$ cat src/rtl/cp_pkg.sv
// Shared types, widths and the config legality rule for the CP symbol scheduler.
package cp_pkg;

    localparam int unsigned LEN_W         = 13;
    localparam int unsigned CNT_W         = 14;
    localparam int unsigned SYM_CNT_W     = 16;
    localparam int unsigned MAX_FRAME_DEF = 4096;

    typedef enum logic [1:0] {
        ST_IDLE  = 2'd0,
        ST_FLUSH = 2'd1,
        ST_RUN   = 2'd2
    } cp_state_e;

    typedef struct packed {
        logic [LEN_W-1:0] cp_len;
        logic [LEN_W-1:0] frame_len;
    } cp_cfg_t;

    // Legal: 2 <= frame <= max_frame, 1 <= cp <= frame.
    function automatic logic cfg_is_legal(input cp_cfg_t cfg, input logic [CNT_W-1:0] max_frame);
        logic [CNT_W-1:0] w_frame;
        w_frame = CNT_W'(cfg.frame_len);
        return (cfg.frame_len >= LEN_W'(2)) && (w_frame <= max_frame) &&
               (cfg.cp_len >= LEN_W'(1)) && (cfg.cp_len <= cfg.frame_len);
    endfunction

endpackage

$ cat src/rtl/cp_symbol_scheduler_if.sv
// Config handshake, datapath strobes and status bundle of the CP symbol scheduler.
interface cp_symbol_scheduler_if;
    import cp_pkg::*;

    logic                 cfg_valid;
    logic                 cfg_ready;
    logic [LEN_W-1:0]     cfg_cp_len;
    logic [LEN_W-1:0]     cfg_frame_len;
    logic                 enable;
    logic                 dp_in_fire;
    logic                 dp_out_fire;
    logic                 dp_rst;
    logic [LEN_W-1:0]     dp_cp_len;
    logic [LEN_W-1:0]     dp_frame_len;
    logic                 sym_start;
    logic                 sym_done;
    logic                 busy;
    logic                 cfg_err;
    logic                 ovf_err;
    logic [SYM_CNT_W-1:0] sym_count;

    modport master (
        output cfg_valid, cfg_cp_len, cfg_frame_len, enable, dp_in_fire, dp_out_fire,
        input  cfg_ready, dp_rst, dp_cp_len, dp_frame_len, sym_start, sym_done,
               busy, cfg_err, ovf_err, sym_count
    );

    modport slave (
        input  cfg_valid, cfg_cp_len, cfg_frame_len, enable, dp_in_fire, dp_out_fire,
        output cfg_ready, dp_rst, dp_cp_len, dp_frame_len, sym_start, sym_done,
               busy, cfg_err, ovf_err, sym_count
    );

endinterface

$ cat src/rtl/cp_cfg_slot.sv
// One-entry config shadow: accepts when empty, drops illegal configs and flags them.
module cp_cfg_slot
    import cp_pkg::*;
#(
    parameter int unsigned MAX_FRAME = MAX_FRAME_DEF
) (
    input  logic    clk,
    input  logic    rst_n,
    input  logic    i_valid,
    input  cp_cfg_t i_cfg,
    input  logic    i_load,
    output logic    o_ready,
    output logic    o_full,
    output cp_cfg_t o_cfg,
    output logic    o_err
);

    logic    r_full;
    logic    r_ready;
    logic    r_err;
    cp_cfg_t r_cfg;

    logic    w_accept;
    logic    w_legal;
    logic    w_full_nxt;

    // A load and a fresh legal accept may coincide; the accept wins the slot.
    always_comb begin
        w_accept   = i_valid & r_ready;
        w_legal    = cfg_is_legal(i_cfg, CNT_W'(MAX_FRAME));
        w_full_nxt = r_full & ~i_load;
        if (w_accept && w_legal) begin
            w_full_nxt = 1'b1;
        end
    end

    always_ff @(posedge clk or negedge rst_n) begin
        if (!rst_n) begin
            r_full  <= 1'b0;
            r_ready <= 1'b0;
            r_err   <= 1'b0;
            r_cfg   <= '0;
        end else begin
            r_full  <= w_full_nxt;
            r_ready <= ~w_full_nxt;
            if (w_accept && w_legal) begin
                r_cfg <= i_cfg;
            end
            if (w_accept && !w_legal) begin
                r_err <= 1'b1;
            end
        end
    end

    assign o_ready = r_ready;
    assign o_full  = r_full;
    assign o_cfg   = r_cfg;
    assign o_err   = r_err;

endmodule

$ cat src/rtl/cp_symbol_scheduler.sv
// Sequences CP symbols: flushes the datapath, tracks sample counts, and chains queued configs.
module cp_symbol_scheduler
    import cp_pkg::*;
#(
    parameter int unsigned FLUSH_CYCLES = 2,
    parameter int unsigned MAX_FRAME    = MAX_FRAME_DEF
) (
    input  logic                  clk,
    input  logic                  rst_n,
    cp_symbol_scheduler_if.slave  bus
);

    localparam int unsigned FC_W = 4;

    cp_state_e            r_state;
    logic                 r_dp_rst;
    logic [LEN_W-1:0]     r_cp_len;
    logic [LEN_W-1:0]     r_frame_len;
    logic [CNT_W-1:0]     r_in_cnt;
    logic [CNT_W-1:0]     r_out_cnt;
    logic [FC_W-1:0]      r_fcnt;
    logic                 r_sym_start;
    logic                 r_sym_done;
    logic                 r_busy;
    logic                 r_ovf_err;
    logic [SYM_CNT_W-1:0] r_sym_count;

    cp_cfg_t              w_cfg_in;
    cp_cfg_t              w_slot_cfg;
    logic                 w_slot_full;
    logic                 w_slot_ready;
    logic                 w_slot_err;
    logic [CNT_W-1:0]     w_out_target;
    logic                 w_in_full;
    logic                 w_out_full;
    logic                 w_complete;
    logic                 w_load;
    logic                 w_flush_last;

    assign w_cfg_in.cp_len    = bus.cfg_cp_len;
    assign w_cfg_in.frame_len = bus.cfg_frame_len;

    cp_cfg_slot #(
        .MAX_FRAME (MAX_FRAME)
    ) u_cfg_slot (
        .clk     (clk),
        .rst_n   (rst_n),
        .i_valid (bus.cfg_valid),
        .i_cfg   (w_cfg_in),
        .i_load  (w_load),
        .o_ready (w_slot_ready),
        .o_full  (w_slot_full),
        .o_cfg   (w_slot_cfg),
        .o_err   (w_slot_err)
    );

    // Completion and start decisions; a load happens from IDLE or straight out of a finished symbol.
    always_comb begin
        w_out_target = CNT_W'(r_frame_len) + CNT_W'(r_cp_len);
        w_in_full    = (r_in_cnt == CNT_W'(r_frame_len));
        w_out_full   = (r_out_cnt == w_out_target);
        w_complete   = (r_state == ST_RUN) && w_in_full && w_out_full;
        w_load       = ((r_state == ST_IDLE) || w_complete) && w_slot_full && bus.enable;
        w_flush_last = (r_state == ST_FLUSH) && (r_fcnt == FC_W'(FLUSH_CYCLES - 1));
    end

    always_ff @(posedge clk or negedge rst_n) begin
        if (!rst_n) begin
            r_state     <= ST_IDLE;
            r_dp_rst    <= 1'b1;
            r_cp_len    <= '0;
            r_frame_len <= '0;
            r_in_cnt    <= '0;
            r_out_cnt   <= '0;
            r_fcnt      <= '0;
            r_sym_start <= 1'b0;
            r_sym_done  <= 1'b0;
            r_busy      <= 1'b0;
            r_ovf_err   <= 1'b0;
            r_sym_count <= '0;
        end else begin
            r_sym_start <= 1'b0;
            r_sym_done  <= 1'b0;

            case (r_state)
                ST_IDLE: begin
                end
                ST_FLUSH: begin
                    if (w_flush_last) begin
                        r_state     <= ST_RUN;
                        r_dp_rst    <= 1'b0;
                        r_sym_start <= 1'b1;
                    end else begin
                        r_fcnt <= r_fcnt + FC_W'(1);
                    end
                end
                ST_RUN: begin
                    // Counters saturate at their targets; any further strobe is an overrun.
                    if (bus.dp_in_fire) begin
                        if (w_in_full) begin
                            r_ovf_err <= 1'b1;
                        end else begin
                            r_in_cnt <= r_in_cnt + CNT_W'(1);
                        end
                    end
                    if (bus.dp_out_fire) begin
                        if (w_out_full) begin
                            r_ovf_err <= 1'b1;
                        end else begin
                            r_out_cnt <= r_out_cnt + CNT_W'(1);
                        end
                    end
                    if (w_complete) begin
                        r_sym_done  <= 1'b1;
                        r_sym_count <= r_sym_count + SYM_CNT_W'(1);
                        r_state     <= ST_IDLE;
                        r_busy      <= 1'b0;
                    end
                end
                default: begin
                    r_state <= ST_IDLE;
                    r_busy  <= 1'b0;
                end
            endcase

            // Entering FLUSH overrides the IDLE fall-through of a completed symbol.
            if (w_load) begin
                r_state     <= ST_FLUSH;
                r_dp_rst    <= 1'b1;
                r_busy      <= 1'b1;
                r_cp_len    <= w_slot_cfg.cp_len;
                r_frame_len <= w_slot_cfg.frame_len;
                r_in_cnt    <= '0;
                r_out_cnt   <= '0;
                r_fcnt      <= '0;
            end
        end
    end

    assign bus.cfg_ready    = w_slot_ready;
    assign bus.cfg_err      = w_slot_err;
    assign bus.dp_rst       = r_dp_rst;
    assign bus.dp_cp_len    = r_cp_len;
    assign bus.dp_frame_len = r_frame_len;
    assign bus.sym_start    = r_sym_start;
    assign bus.sym_done     = r_sym_done;
    assign bus.busy         = r_busy;
    assign bus.ovf_err      = r_ovf_err;
    assign bus.sym_count    = r_sym_count;

endmodule

$ cat src/flat_wrapper.sv
// flat-port wrapper written by rule: the top's interface ports become plain ports
module cp_symbol_scheduler_flat import cp_pkg::*;
#(
    parameter int unsigned FLUSH_CYCLES = 2,
    parameter int unsigned MAX_FRAME    = MAX_FRAME_DEF
)
  (clk, rst_n, bus_cfg_valid, bus_cfg_cp_len, bus_cfg_frame_len, bus_enable, bus_dp_in_fire, bus_dp_out_fire, bus_cfg_ready, bus_dp_rst, bus_dp_cp_len, bus_dp_frame_len, bus_sym_start, bus_sym_done, bus_busy, bus_cfg_err, bus_ovf_err, bus_sym_count);
  cp_symbol_scheduler_if bus_i ();
  input  logic clk;
  input  logic rst_n;
  input wire logic [$bits(bus_i.cfg_valid)-1:0] bus_cfg_valid;
  input wire logic [$bits(bus_i.cfg_cp_len)-1:0] bus_cfg_cp_len;
  input wire logic [$bits(bus_i.cfg_frame_len)-1:0] bus_cfg_frame_len;
  input wire logic [$bits(bus_i.enable)-1:0] bus_enable;
  input wire logic [$bits(bus_i.dp_in_fire)-1:0] bus_dp_in_fire;
  input wire logic [$bits(bus_i.dp_out_fire)-1:0] bus_dp_out_fire;
  output wire logic [$bits(bus_i.cfg_ready)-1:0] bus_cfg_ready;
  output wire logic [$bits(bus_i.dp_rst)-1:0] bus_dp_rst;
  output wire logic [$bits(bus_i.dp_cp_len)-1:0] bus_dp_cp_len;
  output wire logic [$bits(bus_i.dp_frame_len)-1:0] bus_dp_frame_len;
  output wire logic [$bits(bus_i.sym_start)-1:0] bus_sym_start;
  output wire logic [$bits(bus_i.sym_done)-1:0] bus_sym_done;
  output wire logic [$bits(bus_i.busy)-1:0] bus_busy;
  output wire logic [$bits(bus_i.cfg_err)-1:0] bus_cfg_err;
  output wire logic [$bits(bus_i.ovf_err)-1:0] bus_ovf_err;
  output wire logic [$bits(bus_i.sym_count)-1:0] bus_sym_count;
  assign bus_i.cfg_valid = bus_cfg_valid;
  assign bus_i.cfg_cp_len = bus_cfg_cp_len;
  assign bus_i.cfg_frame_len = bus_cfg_frame_len;
  assign bus_i.enable = bus_enable;
  assign bus_i.dp_in_fire = bus_dp_in_fire;
  assign bus_i.dp_out_fire = bus_dp_out_fire;
  assign bus_cfg_ready = bus_i.cfg_ready;
  assign bus_dp_rst = bus_i.dp_rst;
  assign bus_dp_cp_len = bus_i.dp_cp_len;
  assign bus_dp_frame_len = bus_i.dp_frame_len;
  assign bus_sym_start = bus_i.sym_start;
  assign bus_sym_done = bus_i.sym_done;
  assign bus_busy = bus_i.busy;
  assign bus_cfg_err = bus_i.cfg_err;
  assign bus_ovf_err = bus_i.ovf_err;
  assign bus_sym_count = bus_i.sym_count;
  cp_symbol_scheduler #(.FLUSH_CYCLES(FLUSH_CYCLES), .MAX_FRAME(MAX_FRAME)) u_core (.clk(clk), .rst_n(rst_n), .bus(bus_i));
endmodule
$ cat config.mk
export PLATFORM = sky130hd
export DESIGN_NAME = cp_symbol_scheduler_flat
export DESIGN_NICKNAME = d
export VERILOG_FILES = /design/src/rtl/cp_pkg.sv /design/src/rtl/cp_symbol_scheduler_if.sv /design/src/rtl/cp_cfg_slot.sv /design/src/rtl/cp_symbol_scheduler.sv /design/src/flat_wrapper.sv
export SDC_FILE = /design/constraint.sdc
export NUM_CORES = 1
export LEC_CHECK = 0
export ABC_AREA = 1
export CAP_MARGIN = 5
export CORE_ASPECT_RATIO = 1.2
export CORE_UTILIZATION = 53
export DETAILED_ROUTE_END_ITERATION = 8
export PLACE_DENSITY = 0.84
export SLEW_MARGIN = 10
export SYNTH_ARGS = -nofsm -noshare
export SYNTH_HDL_FRONTEND = slang
export SYNTH_SLANG_ARGS = --single-unit
$ cat constraint.sdc
create_clock -name clk -period 7.45 [get_ports clk]
set_input_delay 1.49 -clock clk [delete_from_list [all_inputs] [get_ports clk]]
set_output_delay 1.49 -clock clk [all_outputs]
set_load 0.05 [all_outputs]
==> reports/metrics.cfg <==
[global_route]
grt_pass1_vias=5384
antenna_found_initial=0
grt_pass1_wl_um=24200
grt_max_degree=75
grtUsageTotal_pct=25.3
grt-ovfl-total=0

[clock_network]
cts_num_sinks=110
clk_latency_ns=0.35
cts_root_buf=clkbuf_16
post_cts_buffers=0
ctsResizeCount=0
h-tree-depth=3
clkTransAtPathRegs_ns=0.08
ctsHoldBuffers=0
cts_buffer_depth=2
numCtsBuffers=9
cts_tree=yes

[critical_path]
path_cells=ha_1, fa_1, nand2_2, nand2_1, nand2_1, inv_2, nand3_1, nand3_1, nand2_1, inv_1, nor2_1, nand4_4, nand2_2, nand3_4, nand2_1, a21oi_1
crit_path_frequent_cell=nand2_1
path_max_fanout=71
path_class=flip-flop to flip-flop
cpMaxStageDelayCell=nand3_4
worst_ep_arrival_time_ns=3.81
endpoint_kind=flip-flop
cpPeakStageDelay_ns=0.57
critPathLaunchType=flip-flop
reg2reg_setup_slack_ns=3.87
path_delay_family=simple AND/OR/NAND/NOR gates
required_ns=7.68
worst-path-buf-inv=2

[pwr]
vdd_drop_max_uv=160
power.total_uw=1670
power_density_nw_per_um2=219
p_leak_uw=0.00380

[floorplanning]
die-area_um2=12500
initial_core_util_pct=54.8
coreArea_um2=11700
fp.dieW_um=102
rows=43
io_pins=81
die_h_um=122

[synth]
postSynth.asyncResetShare_pct=100
synth_edf_count=0
ys_ff_latch=110
ys_seq_area_share_pct=43.0
ys_warn_count=0
syn_area_per_cell_um2=7.55
synth_cell_types=42
synth_nets=912
yosysTopAreaCellShare_pct=42.6
synth_area_leaders=dfrtp_1, nand2_1, inv_1
synthCells=848
netlist_area_um2=6400
synth_flop_cell=dfrtp_1
synth_area_leader_cell=dfrtp_1

[sta]
clock_skew_ns=0.00956
final_max_slew_viol_count=0
max_freq_mhz=280
setup-violations-final=0
rsz0062_at_grt=false
fin_crit_ns=3.58
hold_viol=0
period_share_pct=48.0
tns_ns=0
worstMarginPinSlew_ns=0.883
slew_headroom_pct=41.1

[route]
drc_errors=0
first_pass_iters=5
final_antenna_net_count=0
drt_first_iter_violations=300
vias_per_cell=5.21
vias=5664
detail_route.wl_per_cell_um=13.6
routed_wl_um=14800

[finish]
n_antenna_cell=0
syn_to_final_growth_pct=19.4
drive_gt1_share_pct=3.44
finish.net_count=990
fin_cells=1088

[placed_design]
gp_congestion=0.907
portBuffers=80
place_hpwl_um=11300
dp.cells=1072

[hold_path]
hold_path_class=flip-flop to flip-flop

[outcome]
status=completed

[flow_run]
cap_violations=0

[power breakdown]
part	switching, µW	internal (µW)
logic	224	147
clock network	229	268
registers	84.9	720
[sequential cells by signal, indices dropped and copies added (netlist names), 2 cells and up]
signal,count
u_core.u_cfg_slot.o_cfg,26
u_core.r_state,2
u_core.r_out_cnt,14
u_core.bus.sym_count,16
u_core.r_in_cnt,14
u_core.bus.dp_frame_len,13
u_core.bus.dp_cp_len,13
u_core.r_fcnt,4
[worst register-to-register path, cell delays in order, from the launching register on]
cell and delay, ns:
dfrtp_1 0.46, ha_1 0.29, fa_1 0.45, nand2_2 0.11
nand2_1 0.07, nand2_1 0.13, inv_2 0.05, nand3_1 0.09
nand3_1 0.09, nand2_1 0.07, inv_1 0.03, nor2_1 0.20
nand4_4 0.28, nand2_2 0.17, nand3_4 0.57, nand2_1 0.32
a21oi_1 0.10
[final timing paths]
kind | startpoint | endpoint | depth (start not counted)
min in group asynchronous | rst_n | u_core.r_out_cnt[2] | 1
max | u_core.bus.dp_frame_len[0] | u_core.r_fcnt[0] | 16
max reg2reg | u_core.bus.dp_frame_len[0] | u_core.r_fcnt[0] | 16
min reg2reg | u_core.bus.busy | u_core.bus.busy | 2
max in group asynchronous | rst_n | u_core.bus.dp_cp_len[8] | 2
min | u_core.bus.busy | u_core.bus.busy | 2
[per-layer routing]
| metal | share of wire, % | vias to the layer above | routed length, µm | global-route usage, % |
|---|---|---|---|---|
| met4 | 2.9 | 0 | 434 | 11.3 |
| met3 | 4.4 | 35 | 652 | 5.64 |
| met1 | 41 | 2631 | 6050 | 28.8 |
| met5 | 0 | - | 0 | 0 |
| li1 | - | 2865 | - | - |
| met2 | 52 | 133 | 7630 | 44.9 |
[cell families after synthesis]
| kind of cell | synth area share [%] |
|---|---|
| fa+ha+maj | 6.37 |
| simple gates | 27.7 |
| xor+xnor | 5.06 |
| compound gates | 9.11 |
| flops | 43.0 |
| buf+inv | 8.76 |
[metrics by stage]
| stage | hold WS [ns] | utilization, % | worst slack (ns) | cell area [µm²] |
|---|---|---|---|---|
| after detailed placement | 0.460 | 62.8 | 3.52 | 7330 |
| after global routing | 0.502 | 65.5 | 3.52 | 7640 |
| after CTS | 0.492 | 65.5 | 3.83 | 7640 |
| after floorplan | 0.447 | - | 4.30 | 6400 |
| after global placement | 0.459 | 62.8 | 3.58 | 7330 |
| final | 0.485 | 65.5 | 3.87 | 7640 |
[cell usage in the layout (no fill, tap or decap), types with 2 or more instances in the layout]
cell / n
nor2_1: 80
buf_4: 3
nand2_2: 2
clkbuf_16: 9
nor3_1: 22
o41ai_1: 2
nor4_1: 7
o21bai_1: 3
inv_1: 126
nor3b_1: 3
nand2_1: 242
a21oi_1: 24
a21oi_2: 2
xor2_1: 20
o21ai_1: 24
nand4_1: 14
nor2_2: 2
nand3_1: 36
inv_2: 2
o21ai_0: 46
dfrtp_1: 109
xnor2_1: 17
or2_2: 2
clkdlybuf4s50_1: 79
inv_6: 3
ha_1: 31
o2111ai_1: 2
[cells in the mapped netlist, types with 2 or more instances]
cell and instances:
nand2_1 242, inv_1 126, dfrtp_1 109, nor2_1 81
o21ai_0 46, nand3_1 36, ha_1 31, a21oi_1 24
o21ai_1 24, nor3_1 22, xor2_1 20, xnor2_1 17
nand4_1 14, buf_2 10, nor4_1 7, clkbuf_1 3
nor3b_1 3, o21bai_1 3, a21oi_2 2, inv_2 2
nand2_2 2, o2111ai_1 2, o41ai_1 2, or2_2 2
[cell type report]
class / count / area [µm²]
flip-flops and latches: 110 / 2750
inverters: 128 / 480
clock inverters: 6 / 81.3
repair buffers: 82 / 813
fillers: 1004 / 4030
multi-input cells: 595 / 3090
clock buffers: 10 / 229
well taps: 157 / 196
Power figures use the tool's default switching activity.
